--- config.mk ---
export PLATFORM = sky130hd
export DESIGN_NAME = instr_enc
export DESIGN_NICKNAME = d
export VERILOG_FILES = /design/src/rtl/instr_enc.sv
export SDC_FILE = /design/constraint.sdc
export NUM_CORES = 1
export LEC_CHECK = 0
export BUFFER_PORTS_ARGS = -buffer_cell sky130_fd_sc_hd__buf_4
export CAP_MARGIN = 15
export CORE_MARGIN = 2
export CORE_UTILIZATION = 33
export DETAILED_ROUTE_END_ITERATION = 10
export GPL_TIMING_DRIVEN = 0
export MAX_ROUTING_LAYER = met4
export PLACE_DENSITY = 0.57
export SLEW_MARGIN = 20
export SYNTH_ARGS = -nofsm -noshare
export SYNTH_HDL_FRONTEND = slang
export SYNTH_SLANG_ARGS = --single-unit
export TNS_END_PERCENT = 20
--- constraint.sdc ---
create_clock -name clk -period 2.8 [get_ports clk]
set_clock_uncertainty 0.1 [all_clocks]
set_input_delay 0.7 -clock clk [delete_from_list [all_inputs] [get_ports clk]]
set_output_delay 0.7 -clock clk [all_outputs]
set_load 0.02 [all_outputs]
--- src/rtl/instr_enc.sv ---
// RV32I instruction encoder: packs decoded fields plus an immediate into a 32-bit word,
// range-checks the immediate for the opcode's format, and substitutes a NOP on violation.
module instr_enc #(
    parameter int unsigned ERR_CNT_W = 16,
    parameter logic [31:0] NOP_WORD  = 32'h0000_0013
) (
    input  logic                 clk,
    input  logic                 rst,
    input  logic                 in_valid,
    output logic                 in_ready,
    input  logic [6:0]           in_opcode,
    input  logic [4:0]           in_rd,
    input  logic [4:0]           in_rs1,
    input  logic [4:0]           in_rs2,
    input  logic [2:0]           in_funct3,
    input  logic [6:0]           in_funct7,
    input  logic [31:0]          in_imm,
    output logic                 out_valid,
    input  logic                 out_ready,
    output logic [31:0]          out_instr,
    output logic                 out_err,
    output logic [ERR_CNT_W-1:0] err_cnt
);

    typedef enum logic [2:0] {
        FMT_R, FMT_I, FMT_SH, FMT_S, FMT_B, FMT_U, FMT_J, FMT_BAD
    } fmt_t;

    // True when bits [31:nbits-1] are all equal, i.e. v fits an nbits-wide signed field.
    function automatic logic fits_signed(input logic signed [31:0] v, input int unsigned nbits);
        logic signed [31:0] t;
        t = v >>> (nbits - 1);
        return (&t) || (~|t);
    endfunction

    function automatic logic [ERR_CNT_W-1:0] sat_inc(input logic [ERR_CNT_W-1:0] c);
        return (&c) ? c : c + 1'b1;
    endfunction

    logic               r_vld_p1;
    logic [6:0]         r_opcode_p1;
    logic [4:0]         r_rd_p1;
    logic [4:0]         r_rs1_p1;
    logic [4:0]         r_rs2_p1;
    logic [2:0]         r_funct3_p1;
    logic [6:0]         r_funct7_p1;
    logic signed [31:0] r_imm_p1;

    logic                 r_vld_p2;
    logic [31:0]          r_instr_p2;
    logic                 r_err_p2;
    logic [ERR_CNT_W-1:0] r_err_cnt;

    logic        w_s2_load;
    fmt_t        w_fmt;
    logic [31:0] w_raw;
    logic        w_bad;
    logic [31:0] w_instr;

    assign w_s2_load = !r_vld_p2 || out_ready;
    assign in_ready  = !r_vld_p1 || w_s2_load;

    assign out_valid = r_vld_p2;
    assign out_instr = r_instr_p2;
    assign out_err   = r_err_p2;
    assign err_cnt   = r_err_cnt;

    // Stage 1 boundary: capture raw request fields.
    always_ff @(posedge clk) begin
        if (rst) begin
            r_vld_p1 <= 1'b0;
        end else if (in_ready) begin
            r_vld_p1 <= in_valid;
        end
        if (in_valid && in_ready) begin
            r_opcode_p1 <= in_opcode;
            r_rd_p1     <= in_rd;
            r_rs1_p1    <= in_rs1;
            r_rs2_p1    <= in_rs2;
            r_funct3_p1 <= in_funct3;
            r_funct7_p1 <= in_funct7;
            r_imm_p1    <= in_imm;
        end
    end

    always_comb begin
        w_fmt = FMT_BAD;
        case (r_opcode_p1)
            7'b0010011: w_fmt = (r_funct3_p1 == 3'd1 || r_funct3_p1 == 3'd5) ? FMT_SH : FMT_I;
            7'b0000011, 7'b1100111, 7'b1110011: w_fmt = FMT_I;
            7'b0100011: w_fmt = FMT_S;
            7'b1100011: w_fmt = FMT_B;
            7'b0110111, 7'b0010111: w_fmt = FMT_U;
            7'b1101111: w_fmt = FMT_J;
            7'b0110011: w_fmt = FMT_R;
            default:    w_fmt = FMT_BAD;
        endcase
    end

    always_comb begin
        w_raw = '0;
        w_bad = 1'b0;
        case (w_fmt)
            FMT_R: w_raw = {r_funct7_p1, r_rs2_p1, r_rs1_p1, r_funct3_p1, r_rd_p1, r_opcode_p1};
            FMT_I: begin
                w_raw = {r_imm_p1[11:0], r_rs1_p1, r_funct3_p1, r_rd_p1, r_opcode_p1};
                w_bad = !fits_signed(r_imm_p1, 12);
            end
            FMT_SH: begin
                w_raw = {r_funct7_p1, r_imm_p1[4:0], r_rs1_p1, r_funct3_p1, r_rd_p1, r_opcode_p1};
                w_bad = |r_imm_p1[31:5];
            end
            FMT_S: begin
                w_raw = {r_imm_p1[11:5], r_rs2_p1, r_rs1_p1, r_funct3_p1, r_imm_p1[4:0], r_opcode_p1};
                w_bad = !fits_signed(r_imm_p1, 12);
            end
            FMT_B: begin
                w_raw = {r_imm_p1[12], r_imm_p1[10:5], r_rs2_p1, r_rs1_p1, r_funct3_p1,
                         r_imm_p1[4:1], r_imm_p1[11], r_opcode_p1};
                w_bad = !fits_signed(r_imm_p1, 13) || r_imm_p1[0];
            end
            FMT_U: begin
                w_raw = {r_imm_p1[31:12], r_rd_p1, r_opcode_p1};
                w_bad = |r_imm_p1[11:0];
            end
            FMT_J: begin
                w_raw = {r_imm_p1[20], r_imm_p1[10:1], r_imm_p1[11], r_imm_p1[19:12],
                         r_rd_p1, r_opcode_p1};
                w_bad = !fits_signed(r_imm_p1, 21) || r_imm_p1[0];
            end
            default: w_bad = 1'b1;
        endcase
    end

    assign w_instr = w_bad ? NOP_WORD : w_raw;

    // Stage 2 boundary: packed word, error flag and handoff-side error count.
    always_ff @(posedge clk) begin
        if (rst) begin
            r_vld_p2   <= 1'b0;
            r_instr_p2 <= '0;
            r_err_p2   <= 1'b0;
            r_err_cnt  <= '0;
        end else begin
            if (r_vld_p2 && out_ready && r_err_p2) begin
                r_err_cnt <= sat_inc(r_err_cnt);
            end
            if (w_s2_load) begin
                r_vld_p2 <= r_vld_p1;
                if (r_vld_p1) begin
                    r_instr_p2 <= w_instr;
                    r_err_p2   <= w_bad;
                end
            end
        end
    end

endmodule

==> impl_results.md <==
* Worst path cell trace: or4_1 > nor2_1 > a22oi_1 > o211ai_1 > nand4b_4 > buf_6 > o21ai_1
* Slowest CP cell: or4_1
* Vias in the first global route at 3667
* Share of layout cells above drive strength 1 at 0.319
* Wirelength, routed at 12.1 mm
* Drt first pass iters at 5
* Worst-path clk slew at 0.05 ns
* WP data required at 3.04 ns
* Nets at 604
* Cell family with most CP delay: simple AND/OR/NAND/NOR gates
* Worst setup path class: reg -> reg
* Fmax achieved at 0.376 GHz
* Most frequent cells in the layout: buf_4 (118), edfxtp_1 (64), dfxtp_1 (51)
* DPL Wire Length at 8.88 mm
* Num rows at between 40 and 50
* Worst Setup End Kind: register
* Cts bufs inserted at 17
* Asr flop ratio synth at 0
* Synth Flop Type: edfxtp_1
* Critical path buffers and inverters at 1
* CP Launch Type: register
* Largest net degree at the start of global routing at just under 60
* First-pass GRT wire length at 18.8 mm
* Initial core utilization at 0.338
* Arr. time, crit path at a little under 3 ns
* Final period utilization at 0.949
* RSZ-0062 raised after global routing: no
* Gr usage total at 0.172
* Register area share after synthesis at 0.628
* Syn Nets at approximately 470
* ANT cells at 0
* Chip width at approximately 120 um
* H-tree levels at 4
* CTS Root Cell: clkbuf_16
* Number of vias per cell at 5.05
* Filler instances at between 1000 and 1500
* Max-cap viol count at 0
* Max FO, Critical Path at 10
* IR drop worst, VDD at 0.350 mV
* Yosys cell types at 54
* Most Crowded Layer GR: met2
* Setup TNS at 0 ns
* Drt wl/cell at 16.6 um
* Initial antenna violation count at 0
* Cells after synthesis at 397
* Worst Tran Pin Value at 0.907 ns
* Final Slew Violations at 0
* IO Pins at 119
* Status: finished, final reports clean
* Initial DRC count at 213
* Met1 usage at 0.218
* Met2 Use GR at 0.251
* Flop and latch count out of synthesis at 115
* IO Port Bufs at approximately 120
* Final Total Pwr at 4.16 mW
* CP max stage delay at 0.55 ns
* Area delta synth->final at 36.9%
* Post-layout min period at 2.66 ns
* Total gr overflow at 0
* Commonest non-fill, non-tap cell in the layout: buf_4
* Post-Syn Area at 4690 um^2
* CTS tree: yes
* Die Area at 15200 um^2
* Final Hold Fails at 0
* Clock sink total at 115
* GR met3 Demand/Resource at 0.0489
* Pleak at about 2.5 nW
* Final setup vio count at 0
* Syn. warnings at 0
* Pwr dens at 649 nW/um^2
* Buffer depth of the longest clock path at 2
* Antenna-violating nets left at 0
* # DRC at 0
* HP Class: reg -> reg
* Syn Area/Cell at roughly 12 um^2
* Slew HR at 0.389
* DR vias at 3677
* GPL Wtd Cong at 0.868
* Clk_lat worst skew at 0.42 ns
* Number of flops mapped to enable cells by yosys at between 60 and 70
* Core area at 13900 um^2
* Die H at 123 um
power by group:
part | switching [mW] | total [mW] | internal (mW)
sequential | 0.0423 | 1.90 | 1.86
combinational | 0.112 | 0.216 | 0.104
clock | 0.713 | 2.05 | 1.34
total | 0.867 | 4.16 | 3.30
final timing paths:
check / startpoint / depth (start not counted) / end / slack, ns
max: r_imm_p1[12]$_DFFE_PP_ / 7 / out_instr[17]$_SDFFE_PP0P_ / 0.14
min: out_instr[3]$_SDFFE_PP0P_ / 2 / out_instr[3]$_SDFFE_PP0P_ / 0.35
max reg2reg: r_imm_p1[12]$_DFFE_PP_ / 7 / out_instr[17]$_SDFFE_PP0P_ / 0.14
min reg2reg: out_instr[3]$_SDFFE_PP0P_ / 2 / out_instr[3]$_SDFFE_PP0P_ / 0.35
through the flow:
| step | util | setup WS, ns | hold slack, ns | cell area, um^2 | std cells |
|---|---|---|---|---|---|
| after CTS | 0.460 | 0.0533 | 0.340 | 6390 | 728 |
| after floorplan | - | 0.475 | 0.388 | 4690 | 397 |
| final | 0.462 | 0.144 | 0.351 | 6410 | 728 |
| after global routing | 0.462 | 0.0371 | 0.340 | 6410 | 728 |
| after detailed placement | 0.420 | 0.0970 | 0.343 | 5830 | 696 |
| after global placement | 0.418 | 0.125 | 0.340 | 5800 | 695 |
worst reg2reg max path: stages, from the launching register on:
cell and delay (ns):
edfxtp_1 0.48, or4_1 0.55, nor2_1 0.27, a22oi_1 0.15, o211ai_1 0.42, nand4b_4 0.24, buf_6 0.22, o21ai_1 0.15
what timing repair did:
item | CTS | global route
endpoints found under the setup margin | 0 | 5
gates resized for setup | 0 | 2
buffers inserted | 0 | 0
hold buffers | 0 | 0
synthesized netlist by cell type (2+ instances only):
library cell | number | share of area
a31o_2 | 2 | 0.0037
nand4_1 | 10 | 0.013
o21ai_2 | 10 | 0.019
xor2_1 | 13 | 0.024
nor3_1 | 5 | 0.0053
nand3b_1 | 4 | 0.0064
buf_2 | 4 | 0.0043
and3_1 | 5 | 0.0067
nor2b_1 | 5 | 0.0067
nand2b_1 | 4 | 0.0053
or4_1 | 6 | 0.0096
nand3_1 | 11 | 0.012
nor4_4 | 2 | 0.0091
o21ai_0 | 14 | 0.015
buf_6 | 2 | 0.0048
nand2_1 | 41 | 0.033
dfxtp_1 | 51 | 0.22
a21oi_1 | 10 | 0.011
o21a_1 | 2 | 0.0032
nor4_1 | 5 | 0.0067
a31oi_1 | 2 | 0.0027
clkbuf_1 | 6 | 0.0048
a211oi_1 | 6 | 0.0096
o21ai_1 | 10 | 0.011
a222oi_1 | 7 | 0.015
mux2i_1 | 2 | 0.0043
xnor2_1 | 2 | 0.0037
o211ai_1 | 4 | 0.0064
nor2_1 | 32 | 0.026
and2_1 | 3 | 0.0040
edfxtp_1 | 64 | 0.41
a22oi_1 | 19 | 0.030
inv_1 | 13 | 0.010
flip-flops by register name, indices dropped and copies added (netlist names):
register     flops
r_funct3_p1      3
r_opcode_p1      7
out_instr       32
out_valid        1
r_vld_p1         1
r_funct7_p1      7
r_rs2_p1         5
r_rs1_p1         5
r_imm_p1        32
r_rd_p1          5
err_cnt         16
out_err          1
per-layer routing:
metal	vias up	routed length [um]
met4	0	327
li1	1783	-
met2	124	5600
met5	-	0
met1	1739	5390
met3	31	753
logic make-up after synthesis:
group / after synthesis / synth area share
compound gates: 93 / 0.142
xor+xnor: 15 / 0.0280
fa+ha+maj: 1 / 0.00267
buf+inv: 26 / 0.0251
flops: 115 / 0.628
mux: 3 / 0.00668
simple gates: 144 / 0.168
final cells by class:
class / count / area, um^2 / share of cell area
Multi-Input combinational cell: 256 / 1650 / 0.257
Buffer: 13 / 68.8 / 0.0107
Clock buffer: 27 / 514 / 0.0802
Clock inverter: 5 / 50.0 / 0.00780
Timing Repair Buffer: 119 / 913 / 0.142
Inverter: 13 / 48.8 / 0.00761
Sequential cell: 115 / 2940 / 0.459
Tap cell: 180 / 225 / 0.0351
(Power assumes the default switching activity.)
